## src/rtl/pipelined_control_unit.sv

```systemverilog
// Control path for a 5-stage MIPS pipeline: ID-stage decode, load-use stall,
// branch flush, and ID/EX -> EX/MEM -> MEM/WB control registers.
module pipelined_control_unit #(
    parameter int OPCODE_W   = 6,
    parameter int ALUOP_W    = 3,
    parameter int REG_ADDR_W = 5,
    parameter int LINK_REG   = 31
) (
    input  logic                  clk,
    input  logic                  rst,
    input  logic [OPCODE_W-1:0]   OpCode,
    input  logic [REG_ADDR_W-1:0] id_rs,
    input  logic [REG_ADDR_W-1:0] id_rt,
    input  logic [REG_ADDR_W-1:0] ex_rt,
    input  logic                  flush,
    output logic                  pc_write,
    output logic                  if_id_write,
    output logic                  id_Jump,
    output logic [1:0]            ex_RegDst,
    output logic                  ex_ALUSrc,
    output logic [ALUOP_W-1:0]    ex_ALUOp,
    output logic                  ex_MemRead,
    output logic                  mem_MemRead,
    output logic                  mem_MemWrite,
    output logic                  mem_Branch,
    output logic                  mem_BranchNE,
    output logic                  wb_RegWrite,
    output logic [1:0]            wb_MemtoReg
);

    typedef struct packed {
        logic [1:0]         reg_dst;
        logic               alu_src;
        logic [ALUOP_W-1:0] alu_op;
        logic               mem_read;
        logic               mem_write;
        logic               branch;
        logic               branch_ne;
        logic               reg_write;
        logic [1:0]         mem_to_reg;
    } ctrl_t;

    localparam ctrl_t BUBBLE = '0;

    localparam logic [OPCODE_W-1:0] OP_RTYPE = OPCODE_W'(6'b000000);
    localparam logic [OPCODE_W-1:0] OP_LW    = OPCODE_W'(6'b100011);
    localparam logic [OPCODE_W-1:0] OP_SW    = OPCODE_W'(6'b101011);
    localparam logic [OPCODE_W-1:0] OP_BEQ   = OPCODE_W'(6'b000100);
    localparam logic [OPCODE_W-1:0] OP_BNE   = OPCODE_W'(6'b000101);
    localparam logic [OPCODE_W-1:0] OP_ADDI  = OPCODE_W'(6'b001000);
    localparam logic [OPCODE_W-1:0] OP_ANDI  = OPCODE_W'(6'b001100);
    localparam logic [OPCODE_W-1:0] OP_ORI   = OPCODE_W'(6'b001101);
    localparam logic [OPCODE_W-1:0] OP_SLTI  = OPCODE_W'(6'b001010);
    localparam logic [OPCODE_W-1:0] OP_J     = OPCODE_W'(6'b000010);
    localparam logic [OPCODE_W-1:0] OP_JAL   = OPCODE_W'(6'b000011);

    // The link register must be addressable; ALUOp needs room for six classes.
    if (ALUOP_W < 3) begin : g_aluop_chk
        $error("ALUOP_W must be >= 3");
    end
    if (LINK_REG >= (1 << REG_ADDR_W)) begin : g_link_chk
        $error("LINK_REG does not fit in REG_ADDR_W");
    end

    ctrl_t dec_s;
    logic  jump_s;
    logic  stall_s;
    ctrl_t id_ex_r;
    ctrl_t ex_mem_r;
    ctrl_t mem_wb_r;

    // ID-stage opcode decode into a control bundle plus the jump redirect.
    always_comb begin
        dec_s  = BUBBLE;
        jump_s = 1'b0;
        case (OpCode)
            OP_RTYPE: begin
                dec_s.reg_dst   = 2'b01;
                dec_s.reg_write = 1'b1;
                dec_s.alu_op    = ALUOP_W'(3'b010);
            end
            OP_LW: begin
                dec_s.alu_src    = 1'b1;
                dec_s.mem_read   = 1'b1;
                dec_s.reg_write  = 1'b1;
                dec_s.mem_to_reg = 2'b01;
            end
            OP_SW: begin
                dec_s.alu_src   = 1'b1;
                dec_s.mem_write = 1'b1;
            end
            OP_BEQ: begin
                dec_s.branch = 1'b1;
                dec_s.alu_op = ALUOP_W'(3'b001);
            end
            OP_BNE: begin
                dec_s.branch_ne = 1'b1;
                dec_s.alu_op    = ALUOP_W'(3'b001);
            end
            OP_ADDI: begin
                dec_s.alu_src   = 1'b1;
                dec_s.reg_write = 1'b1;
            end
            OP_ANDI: begin
                dec_s.alu_src   = 1'b1;
                dec_s.reg_write = 1'b1;
                dec_s.alu_op    = ALUOP_W'(3'b011);
            end
            OP_ORI: begin
                dec_s.alu_src   = 1'b1;
                dec_s.reg_write = 1'b1;
                dec_s.alu_op    = ALUOP_W'(3'b100);
            end
            OP_SLTI: begin
                dec_s.alu_src   = 1'b1;
                dec_s.reg_write = 1'b1;
                dec_s.alu_op    = ALUOP_W'(3'b101);
            end
            OP_J: begin
                jump_s = 1'b1;
            end
            OP_JAL: begin
                jump_s           = 1'b1;
                dec_s.reg_write  = 1'b1;
                dec_s.reg_dst    = 2'b10;
                dec_s.mem_to_reg = 2'b10;
            end
            default: begin
                dec_s  = BUBBLE;
                jump_s = 1'b0;
            end
        endcase
    end

    // Load-use hazard: both sources compared regardless of opcode.
    always_comb begin
        stall_s     = id_ex_r.mem_read & (ex_rt != {REG_ADDR_W{1'b0}}) &
                      ((ex_rt == id_rs) | (ex_rt == id_rt));
        pc_write    = ~stall_s | flush;
        if_id_write = ~stall_s | flush;
        id_Jump     = jump_s & ~stall_s & ~flush;
    end

    // Pipeline control registers; flush kills ID and EX, MEM always completes.
    always_ff @(posedge clk or negedge rst) begin
        if (!rst) begin
            id_ex_r  <= BUBBLE;
            ex_mem_r <= BUBBLE;
            mem_wb_r <= BUBBLE;
        end else begin
            id_ex_r  <= (stall_s | flush) ? BUBBLE : dec_s;
            ex_mem_r <= flush ? BUBBLE : id_ex_r;
            mem_wb_r <= ex_mem_r;
        end
    end

    assign ex_RegDst    = id_ex_r.reg_dst;
    assign ex_ALUSrc    = id_ex_r.alu_src;
    assign ex_ALUOp     = id_ex_r.alu_op;
    assign ex_MemRead   = id_ex_r.mem_read;
    assign mem_MemRead  = ex_mem_r.mem_read;
    assign mem_MemWrite = ex_mem_r.mem_write;
    assign mem_Branch   = ex_mem_r.branch;
    assign mem_BranchNE = ex_mem_r.branch_ne;
    assign wb_RegWrite  = mem_wb_r.reg_write;
    assign wb_MemtoReg  = mem_wb_r.mem_to_reg;

endmodule

```

## config.mk

```make
export PLATFORM = sky130hd
export DESIGN_NAME = pipelined_control_unit
export DESIGN_NICKNAME = d
export VERILOG_FILES = /design/src/rtl/pipelined_control_unit.sv
export SDC_FILE = /design/constraint.sdc
export NUM_CORES = 1
export LEC_CHECK = 0
export CORE_UTILIZATION = 40
export CTS_CLUSTER_DIAMETER = 100
export DETAILED_ROUTE_END_ITERATION = 12
export GPL_TIMING_DRIVEN = 0
export PLACE_DENSITY = 0.77
export SLEW_MARGIN = 25
export SYNTH_ARGS = -nofsm -noshare
export SYNTH_HDL_FRONTEND = slang
export SYNTH_SLANG_ARGS = --single-unit
```

## constraint.sdc

```tcl
create_clock -name clk -period 2.7 [get_ports clk]
set_input_delay 0.54 -clock clk [delete_from_list [all_inputs] [get_ports clk]]
set_output_delay 0.54 -clock clk [all_outputs]
set_load 0.01 [all_outputs]
```

==> results by group, run 1 <==
Floorplan
  • Ports: 41
  • CORE AREA: 2500 sq um
  • Die width: 53.7 um
  • Initial Util: 42.7%
  • Die height: 53.7 um
  • Row Count: 18
  • Die area: 2880 sq um

Min path
  • Min-Delay Path Class: input pin to asynchronous set/reset pin

Clock network
  • CTS H-tree depth: 1
  • CTS buffer count: 3
  • Clock Sinks: 23
  • Worst skew pair latency: 0.31 ns
  • Clk root buf: clkbuf_4
  • Clock Pin Slew Worst Setup and Hold Paths: 0.11 ns
  • Max Root-Sink Buffers: 2
  • CTS tree: built
  • CTS Hold Bufs: 0

Yosys
  • Syn nets: 123
  • Post-Synthesis Cells: 99
  • Synthesis Warnings: 0
  • FF+latch count, synth: 23
  • Synth Cell Area: 1070 sq um
  • Area leader, netlist: dfrtp_1
  • Yosys top cell area share: 53.9%
  • Top post-synthesis cells by area: dfrtp_1 (54%), nor4_1 (6.4%), xor2_1 (5.7%)
  • Syn Area/Cell: 10.8 sq um
  • Synth unique cells: 28
  • Sequential cell area fraction in the yosys report: 53.9%

Timing
  • Relative slew slack: 68.7%
  • Actual slew at the worst max-slew pin: 0.469 ns
  • Fin crit period: 2.62 ns
  • Fin Clk Skew: 0.000747 ns
  • Final Max Tran Viols: 0
  • Setup_tns: 0 ns
  • # setup viols final: 0
  • Final worst slack: 0.0840 ns
  • Hold Fails Final Rpt: 0
  • Achievable Freq: 382 MHz
  • Final worst-path cycle share: 96.9%
  • RSZ-0062 raised after global routing: no

Pwr
  • Leakage power total: 0.706 nW
  • Peak VDD IR: 337 uV
  • P per Cell Area: 385 nW/um^2

Finish
  • Fraction of layout cells with a size suffix above 1: 11.3%
  • Util after Layout: 61.3%
  • Post-route cell area: 1530 sq um
  • Fillers: 215
  • Finished Layout Cells: 172
  • Inserted Diodes: 0
  • NumNets Final: 167
  • Syn-to-layout area delta: 43.4%

Setup path
  • Slowest CP cell: or4_4
  • Critical Path Start: ex_rt[1]
  • Worst reg2reg setup slack: 1.43 ns
  • Arr. time, crit path: 2.08 ns
  • CP most frequent cell: dlygate4sd2_1
  • Worst Reg2Reg Path Length in Cells: 5
  • Max incr delay on CP: 0.55 ns
  • WS Path Type: input pin to output port
  • CP startpoint kind: input pin
  • Origin of the critical flop-to-flop path: ex_MemRead
  • Worst path cell trace: dlygate4sd2_1, or4_4, o21ai_4, a21oi_4, buf_6, nor2_1, dlygate4sd2_1
  • Worst path required time: 2.16 ns
  • RR Endpoint: ex_RegDst[1]
  • Maximum fanout along the worst path: 11
  • Endpoint class of the critical path: output port

Routing
  • DR WL/cell: 12.3 um
  • Via count: 849
  • Detail Route Antenna Nets: 0
  • Residual DRC count: 0
  • Vias per cell: 4.94
  • DR pass1 iterations: 4
  • Routed wire length: 2.11 mm
  • Number of DRC markers in iteration 0: 13

Placed design
  • Dpl hpwl: 1.63 mm
  • Area after DPL: 1490 sq um
  • Setup WS pre-CTS: -0.520 ns
  • GPL Wtd Cong: 0.832
  • Placed cells: 167
  • Port bufs: 38

Outcome
  • Status: finished clean

Global route
  • Grt total ovfl: 0
  • Overall Global Routing Usage: 17.3%
  • Largest net degree at the start of global routing: 24
  • Vias in the first global route: 781
  • Antenna violations before repair: 0
  • First-pass GRT wire length: 3.34 mm

Job
  • Max-cap violations: 0
[cells in the mapped netlist]
cell type  count
mux2i_1        1
dfrtp_1       23
buf_6          1
clkbuf_1       4
or2b_1         1
inv_1          2
nor2b_1        9
or3_1          1
a21oi_1        2
a2111oi_0      1
buf_4          6
o32a_1         1
or4_4          1
o21ai_0        1
nor2_1         3
or2_0          1
o21ai_2        1
nor4b_1        1
nor4_1        11
nand3_1        3
or2_1          1
a21oi_2        1
nand3b_1       1
nand2b_1       2
nand2_1        5
xor2_1         7
xnor2_1        4
nor3_1         4
[through the flow]
step,hold slack [ns],power (mW)
2_1_floorplan,0.244,0.393
3_3_place_gp,0.333,0.447
3_5_place_dp,0.336,0.449
4_1_cts,0.362,0.601
5_1_grt,0.181,0.627
6_report,0.162,0.590
[kinds of logic (layout without fill, tap and decap cells)]
| kind of cell | after synthesis | in the layout | share of synthesized area (%) |
|---|---|---|---|
| simple gates | 44 | 44 | 24.0 |
| flops | 23 | 23 | 53.9 |
| buf+inv | 13 | 56 | 7.38 |
| xor+xnor | 11 | 11 | 9.02 |
| compound gates | 7 | 7 | 4.80 |
| mux | 1 | 1 | 0.937 |
[cells in the final DEF (no fill, tap or decap), drive strengths merged, types with 4 or more instances in the layout]
master / instances
dfrtp: 23
clkdlybuf4s50: 23
nor4: 11
buf: 10
nor2b: 9
clkbuf: 8
xor2: 7
dlymetal6s2s: 6
dlygate4sd2: 6
nand2: 5
nor3: 4
xnor2: 4
[worst max-delay path by stage]
stage                    end  cells after the start
floorplan           pc_write                      6
global placement    pc_write                      8
detailed placement  pc_write                      8
CTS                  id_Jump                      8
global route        pc_write                      8
finish               id_Jump                      7
[area by class of cell]
| type | count | area, sq um | area share, % |
|---|---|---|---|
| Buffer | 10 | 60.1 | 3.92 |
| Clock buffer | 4 | 26.3 | 1.71 |
| Inverter | 2 | 7.51 | 0.490 |
| Multi-Input combinational cell | 63 | 429 | 28.0 |
| Sequential cell | 23 | 576 | 37.6 |
| Tap cell | 30 | 37.5 | 2.45 |
| Timing Repair Buffer | 40 | 397 | 25.9 |
[metal layers]
layer / wire length [um] / global-route usage [%]
met1: 823 / 17.7
met4: 57 / 10.5
met2: 1130 / 30.0
met5: 0 / 0
met3: 105 / 5.93
[worst max-delay path: cells and delay by family]
kind	cells	cell delay, ns
compound gates	2	0.21
buf+inv	3	0.68
simple gates	2	0.64
[power by group]
part	internal (mW)	leakage, nW	switching [mW]	total, mW
sequential	0.347	0.320	0.000708	0.348
clock	0.0578	0.0150	0.0945	0.152
combinational	0.0450	0.371	0.0453	0.0903
[registers in the layout, summed over array words and instances, names as in the netlist]
name	count
wb_MemtoReg	2
wb_RegWrite	1
mem_MemRead	1
mem_BranchNE	1
ex_MemRead	1
ex_ALUSrc	1
ex_RegDst	2
id_ex_r	6
mem_MemWrite	1
mem_Branch	1
ex_mem_r	3
ex_ALUOp	3
[repair_timing]
item	in CTS	in global routing
resized for setup	14	7
setup buffers	2	0
endpoints found under the setup margin	3	3
pin swaps	4	5
(Power assumes the default switching activity.)
==> run 2, diff against run 1 <==
Settings changed: ABC_AREA set to 0.
==> results of run 2 <==
Same layout as run 1: the final DEF is identical, and so are final timing and power.
